[config.mk]
export PLATFORM = sky130hd
export DESIGN_NAME = lc3b_mem_arbiter
export DESIGN_NICKNAME = d
export VERILOG_FILES = /design/src/rtl/lc3b_mem_arbiter.sv
export SDC_FILE = /design/constraint.sdc
export NUM_CORES = 1
export LEC_CHECK = 0
export CAP_MARGIN = 30
export CORE_MARGIN = 2
export CORE_UTILIZATION = 40
export CTS_BUF_LIST = sky130_fd_sc_hd__clkbuf_8
export DETAILED_ROUTE_END_ITERATION = 10
export PLACE_DENSITY = 0.82
export SLEW_MARGIN = 20
export SYNTH_ARGS = -nofsm -noshare
export SYNTH_HDL_FRONTEND = slang
export SYNTH_SLANG_ARGS = --single-unit
[constraint.sdc]
create_clock -name clk -period 1.95 [get_ports clk]
set_clock_uncertainty 0.15 [all_clocks]
set_input_delay 0.2925 -clock clk [delete_from_list [all_inputs] [get_ports clk]]
set_output_delay 0.2925 -clock clk [all_outputs]
set_load 0.05 [all_outputs]
[src/rtl/lc3b_mem_arbiter.sv]
// Two-requester (CPU / DMA) arbiter in front of a single-port memory with a fixed wait-state count.
// Define MEM_ARB_ROUND_ROBIN_EN to alternate ties between requesters instead of always favouring the CPU.
module lc3b_mem_arbiter #(
  parameter int unsigned WAIT_CYCLES = 2
) (
  input  logic        clk,
  input  logic        rst_n,
  input  logic        cpu_req,
  input  logic        cpu_we,
  input  logic [1:0]  cpu_be,
  input  logic [15:0] cpu_addr,
  input  logic [15:0] cpu_wdata,
  input  logic        dma_req,
  input  logic        dma_we,
  input  logic [1:0]  dma_be,
  input  logic [15:0] dma_addr,
  input  logic [15:0] dma_wdata,
  output logic        cpu_done,
  output logic        dma_done,
  output logic        cpu_gnt,
  output logic        dma_gnt,
  output logic [15:0] rdata,
  output logic        mem_en,
  output logic        mem_we,
  output logic [1:0]  mem_be,
  output logic [15:0] mem_addr,
  output logic [15:0] mem_wdata,
  input  logic [15:0] mem_rdata
);

  typedef enum logic [1:0] {S_IDLE, S_BUSY, S_RESP} state_t;
  typedef enum logic {OWN_CPU, OWN_DMA} owner_t;

  state_t      state_q, state_d;
  owner_t      owner_q, owner_d;
  logic [3:0]  cnt_q, cnt_d;
  logic        we_q, we_d;
  logic [1:0]  be_q, be_d;
  logic [15:0] addr_q, addr_d;
  logic [15:0] wdata_q, wdata_d;
  logic [15:0] rdata_q, rdata_d;
  logic        tie_to_cpu;
  logic        cpu_wins;

  always_comb begin
    // NOTE: every variable gets a default first so no path can infer a latch.
    state_d = state_q;
    owner_d = owner_q;
    cnt_d   = cnt_q;
    we_d    = we_q;
    be_d    = be_q;
    addr_d  = addr_q;
    wdata_d = wdata_q;
    rdata_d = rdata_q;
`ifdef MEM_ARB_ROUND_ROBIN_EN
    tie_to_cpu = (owner_q == OWN_DMA);
`else
    tie_to_cpu = 1'b1;
`endif
    cpu_wins = cpu_req && (!dma_req || tie_to_cpu);

    case (state_q)
      S_IDLE: begin
        if (cpu_req || dma_req) begin
          owner_d = cpu_wins ? OWN_CPU : OWN_DMA;
          we_d    = cpu_wins ? cpu_we    : dma_we;
          be_d    = cpu_wins ? cpu_be    : dma_be;
          addr_d  = cpu_wins ? cpu_addr  : dma_addr;
          wdata_d = cpu_wins ? cpu_wdata : dma_wdata;
          cnt_d   = 4'(WAIT_CYCLES);
          state_d = S_BUSY;
        end
      end
      S_BUSY: begin
        // Memory data is taken on the last wait edge; for writes it is a harmless don't-care.
        if (cnt_q != 4'd0) begin
          cnt_d = cnt_q - 4'd1;
        end else begin
          rdata_d = mem_rdata;
          state_d = S_RESP;
        end
      end
      S_RESP:  state_d = S_IDLE;
      default: state_d = S_IDLE;
    endcase
  end

  always_ff @(posedge clk) begin
    // NOTE: reset is synchronous and clears every flop, including the held memory bus.
    if (!rst_n) begin
      state_q <= S_IDLE;
      owner_q <= OWN_DMA;
      cnt_q   <= '0;
      we_q    <= 1'b0;
      be_q    <= '0;
      addr_q  <= '0;
      wdata_q <= '0;
      rdata_q <= '0;
    end else begin
      state_q <= state_d;
      owner_q <= owner_d;
      cnt_q   <= cnt_d;
      we_q    <= we_d;
      be_q    <= be_d;
      addr_q  <= addr_d;
      wdata_q <= wdata_d;
      rdata_q <= rdata_d;
    end
  end

  assign mem_en    = (state_q == S_BUSY);
  assign mem_we    = mem_en && we_q;
  assign mem_be    = be_q;
  assign mem_addr  = addr_q;
  assign mem_wdata = wdata_q;
  assign rdata     = rdata_q;
  assign cpu_gnt   = (state_q != S_IDLE) && (owner_q == OWN_CPU);
  assign dma_gnt   = (state_q != S_IDLE) && (owner_q == OWN_DMA);
  assign cpu_done  = (state_q == S_RESP) && (owner_q == OWN_CPU);
  assign dma_done  = (state_q == S_RESP) && (owner_q == OWN_DMA);

endmodule

==> impl_metrics.tcl, run 1 <==
set metrics [dict create \
    status "completed" \
    max_freq_mhz 522.4 \
    worstSetupPathType "flop to output pin" \
    path_max_fanout 2 \
    num_io_pins 146 \
    required_ns 1.51 \
    rows 30 \
    antenna_found_initial 0 \
    cp-startpoint "mem_addr[8]" \
    fin_util 0.6652 \
    start_kind "flop" \
    r2r_cells 5 \
    cp_slowest_stage_delay_ns 0.83 \
    dp_cells 484 \
    grt_max_degree 38 \
    cp_data_arrival_time_ns 1.47 \
    globalplace.congestion 0.7234 \
    grt_usage 0.2010 \
    insertedDiodeCount 0 \
    max_cap_violations 0 \
    synth_most_common_cell "dfxtp_1" \
    die_w_um 86.33 \
    synth-main-ff-cell "dfxtp_1" \
    dp.final_hpwl_um 5405 \
    worstSetupEndpointType "output pin" \
    synthesis.nets 369 \
    cts_buffers 9 \
    cp.depth 1 \
    wl_met2_um 3554 \
    worst_pin_slew_ns 0.6236 \
    clk_pin_slew_ns 0.06 \
    min_from "rst_n" \
    finalCritPeriodShare 0.9817 \
    routed.top_layer "met4" \
    timing.final.crit_period_ns 1.914 \
    irDropWorstVdd_uv 411.8 \
    drtIter0Drc 82 \
    drc 0 \
    netlist_instances 277 \
    final_nets 507 \
    hold_class "primary input to flop" \
    tns_ns 0 \
    clk_path_buf_depth 2 \
    timing.rr.start "cnt_q[0]" \
    core-area_um2 6681 \
    yosysTopAreaCell "dfxtp_1" \
    synth_area_per_cell_um2 9.788 \
    post_cts.repair.setup_buffers 0 \
    cp_cell_sequence "clkdlybuf4s50_1" \
    num-fill-cells 551 \
    r2r_slack_ns 0.15 \
    ys_ff_latch 58 \
    clock-root-buffer "clkbuf_8" \
    path_delay_family "buffers and inverters" \
    synth_top_area_share 0.4282 \
    cts_tree "done" \
    die_h_um 86.33 \
    yosys_warnings 0 \
    ys_top_cells_by_area "dfxtp_1 43%, mux2i_1 13%, o211a_1 13%" \
    cp.buffers_inverters 1 \
    final_cells 499 \
    synth_edf_count 0 \
    grt_pass1_wl_um 12020 \
    relSlewSlack 0.5843 \
    clk_latency_ns 0.32 \
    setup_viol 0 \
    synthDistinctLibCells 32 \
    wl_um 7329 \
    wl_met3_um 710 \
    syn_area_um2 2711 \
    routedWlPerCell_um 14.69 \
    r2r-end "rdata[4]" \
    initial_utilization 0.4058 \
    critPathSlowestCell "clkdlybuf4s50_1" \
    syn_to_final_growth_pct 63.91 \
    dieArea_um2 7453 \
    leakagePower_nw 2.322 \
    h-tree-depth 3 \
    drtAntennaViolNets 0 \
    dr.pass1.iters 5 \
    p_per_area_nw_per_um2 900.0 \
    grt_setup_unrepaired "false" \
    dr_total_vias 2678 \
    drive_gt1_frac 0.1313 \
    slew_viol_final 0 \
    vias_per_cell 5.367 \
    cts.sinks 58 \
    ys_seq_area_frac 0.4282 \
    crit_end "mem_addr[8]" \
    wl_met1_um 2978 \
    synthArstFlopShare 0 \
    grt_pass1_vias 2641 \
    yosys-top-cells-count "58 x dfxtp_1, 53 x nand3_1, 35 x mux2i_1, 35 x o211a_1, 19 x o21ai_1" \
    overflow 0 \
    hold_violations 0 \
    port_buffers 145 \
]
-- cell families (layout without fill, tap and decap cells) --
logic type                 after synthesis  in the layout  synth area share
and+or+nand+nor                         70             70            0.1389
DFF                                     58             58            0.4282
buffers and inverters                   34            176           0.06645
AOI/OAI and AO/OA                       78             78            0.2280
adders and majority gates                2              2          0.009228
muxes                                   35             35            0.1292
-- stage by stage --
stage	power [mW]	setup slack [ns]	hold slack (ns)	instance area, um^2
6_report	4.000	0.03576	0.2920	4444
2_1_floorplan	2.370	0.02083	0.2891	2713
3_3_place_gp	2.891	0.1070	0.3122	4190
5_1_grt	4.209	0.0001367	0.2939	4444
3_5_place_dp	2.917	0.08814	0.3255	4190
4_1_cts	4.043	0.006708	0.2795	4394
-- cells in the final DEF (no fill, tap or decap), types with 2 or more instances in the layout --
cell and count:
a21boi_1 16, a21oi_1 4, buf_12 5, buf_2 2, buf_4 29, clkbuf_8 12
clkdlybuf4s50_1 104, dfxtp_1 58, dlymetal6s2s_1 16, ha_1 2, inv_1 3, mux2i_1 35
nand3_1 53, nor2_1 2, o211a_1 35, o21ai_1 19, or4_1 2
-- state kept, by name, indices dropped and copies added (netlist names) --
register   flops
mem_addr      16
mem_wdata     16
rdata         16
cnt_q          4
mem_be         2
state_q        2
owner_q        1
we_q           1
-- metal layers --
layer  vias to the layer above  global-route usage
met3                         6             0.06857
met4                         0             0.08665
met1                      1250              0.2377
met2                       121              0.3315
met5                         -                   0
li1                       1301                   -
-- where the power goes --
group / switching (mW) / internal, mW / total [mW]
Clock: 0.430 / 0.681 / 1.11
Combinational: 0.886 / 0.595 / 1.48
Sequential: 0.0807 / 1.33 / 1.41
Total: 1.40 / 2.60 / 4.00
-- area by class of cell --
class / instances / area [um^2] / share of cell area
timing repair buffer: 157 / 1580 / 0.3556
multi-input combinational: 185 / 1384 / 0.3114
sequential: 58 / 1161 / 0.2613
clock buffer: 12 / 165.2 / 0.03716
tap: 80 / 100.1 / 0.02252
clock inverter: 3 / 38.79 / 0.008727
inverter: 4 / 15.01 / 0.003378
-- how the worst min path moves through the flow --
| stage | end | cells past startpoint |
|---|---|---|
| 2_1_floorplan | rdata[0] | 2 |
| 3_3_place_gp | rdata[1] | 2 |
| 3_5_place_dp | rdata[13] | 2 |
| 4_1_cts | mem_addr[13] | 2 |
| 5_1_grt | mem_addr[10] | 2 |
| 6_report | mem_addr[13] | 2 |
-- repair_timing --
action | CTS | global route
setup endpoints to repair | 0 | 29
endpoints found under the hold margin | 0 | 0
hold buffers | 0 | 0
resized for setup | 0 | 18
(Power assumes the default switching activity.)
==> inputs of run 2 (changes only) <==
--- a/config.mk
+++ b/config.mk
@@ -9,6 +9,7 @@
 export CORE_MARGIN = 2
 export CORE_UTILIZATION = 40
 export CTS_BUF_LIST = sky130_fd_sc_hd__clkbuf_8
+export CTS_CLUSTER_DIAMETER = 40
 export DETAILED_ROUTE_END_ITERATION = 10
 export PLACE_DENSITY = 0.82
 export SLEW_MARGIN = 20
==> results of run 2 <==
No change in the layout: final DEF, timing and power equal those of run 1.
==> inputs of run 3 (changes only) <==
--- a/config.mk
+++ b/config.mk
@@ -6,6 +6,7 @@
 export NUM_CORES = 1
 export LEC_CHECK = 0
 export CAP_MARGIN = 30
+export CORE_ASPECT_RATIO = 1.1
 export CORE_MARGIN = 2
 export CORE_UTILIZATION = 40
 export CTS_BUF_LIST = sky130_fd_sc_hd__clkbuf_8
==> impl_metrics.tcl, run 3 (synthesized netlist as in run 1, its figures left out) <==
set metrics [dict create \
    path_max_fanout 2 \
    routedWlPerCell_um 15.36 \
    drive_gt1_frac 0.1289 \
    final_common_cell "clkdlybuf4s50_1" \
    vias_per_cell 5.329 \
    grt_setup_unrepaired "false" \
    leakagePower_nw 2.431 \
    cp_data_arrival_time_ns 1.47 \
    drtIter0Drc 131 \
    path_delay_family "buffers and inverters" \
    dp_cells 488 \
    dr_total_vias 2670 \
    irDropWorstVdd_uv 408.7 \
    finalCritPeriodShare 0.9814 \
    max_cap_violations 0 \
    relSlewSlack 0.5770 \
    critPathSlowestCell "clkdlybuf4s50_1" \
    overflow 0 \
    cts_buffers 9 \
    cp_slowest_stage_delay_ns 0.81 \
    grt_max_degree 38 \
    dp.final_hpwl_um 5654 \
    p_per_area_nw_per_um2 862.2 \
    port_buffers 145 \
    worstSetupEndpointType "output pin" \
    clk_path_buf_depth 2 \
    final_nets 509 \
    max_freq_mhz 522.5 \
    start_kind "flop" \
    status "completed" \
    final_cells 501 \
    setup_viol 0 \
    dieArea_um2 7454 \
    post_cts.repair.setup_buffers 0 \
    die_h_um 90.35 \
    cts_tree "done" \
    hold_violations 0 \
    grt_pass1_vias 2570 \
    insertedDiodeCount 0 \
    required_ns 1.51 \
    dr.pass1.iters 4 \
    slew_viol_final 0 \
    cp.buffers_inverters 1 \
    num_io_pins 146 \
    drc 0 \
    timing.final.crit_period_ns 1.914 \
    globalplace.congestion 0.7279 \
    hold_ws_ns 0.2422 \
    clk_latency_ns 0.32 \
    rows 31 \
    clock-root-buffer "clkbuf_8" \
    initial_utilization 0.4112 \
    cp_cell_sequence "clkdlybuf4s50_1" \
    die_w_um 82.50 \
    cts.sinks 58 \
    tns_ns 0 \
    hold_class "primary input to flop" \
    syn_to_final_growth_pct 62.58 \
    worstSetupPathType "flop to output pin" \
    grt_pass1_wl_um 11850 \
    drtAntennaViolNets 0 \
    h-tree-depth 3 \
    antenna_found_initial 0 \
    final_cell_mix "96 x clkdlybuf4s50_1, 58 x dfxtp_1, 53 x nand3_1" \
    r2r_slack_ns 0.15 \
    wl_um 7695 \
    clk_pin_slew_ns 0.06 \
    core-area_um2 6594 \
    grt_usage 0.2033 \
    worst_pin_slew_ns 0.6345 \
]
run 3: power by group:
part	internal, mW	switching [mW]	leakage [nW]
Clock	0.500	0.415	0.0897
Sequential	1.33	0.0801	0.479
Combinational	0.585	0.892	1.86
Total	2.41	1.39	2.43
run 3: path summary, 6_finish.rpt:
kind	start	end	depth (start not counted)
max	mem_wdata[14]	mem_wdata[14]	1
min reg2reg	rdata[3]	rdata[3]	2
max reg2reg	cnt_q[1]	rdata[5]	5
min	rst_n	owner_q	2
run 3: final cells by class:
class,instances,area (um^2)
multi-input combinational,185,1380
clock inverter,2,7.507
fill,559,2186
clock buffer,11,151.4
sequential,58,1161
inverter,4,17.52
timing repair buffer,159,1588
tap,82,102.6
run 3: per-stage QoR:
stage                     utilization  power, mW  cell area [um^2]  setup slack [ns]
after floorplan                     -      2.370              2713           0.02083
after global placement         0.6347      2.887              4185            0.1025
after detailed placement       0.6347      2.916              4185           0.05850
after CTS                      0.6586      3.833              4343          0.004910
after global routing           0.6685      3.990              4408         0.0001431
final                          0.6685      3.801              4408           0.03621
run 3: layer usage:
| metal | routed length (um) | part of all wire | vias to the layer above | track usage |
|---|---|---|---|---|
| met5 | 0 | 0 | - | 0 |
| met4 | 47 | 0.0061 | 0 | 0.05738 |
| met3 | 710 | 0.092 | 6 | 0.08100 |
| met2 | 3823 | 0.50 | 117 | 0.3481 |
| met1 | 3114 | 0.40 | 1246 | 0.2284 |
| li1 | - | - | 1301 | - |
run 3: what timing repair did:
| item | in CTS | in global routing |
|---|---|---|
| endpoints found under the setup margin | 1 | 25 |
| pin swaps | 0 | 0 |
| resized for setup | 1 | 26 |
| hold buffers | 0 | 0 |
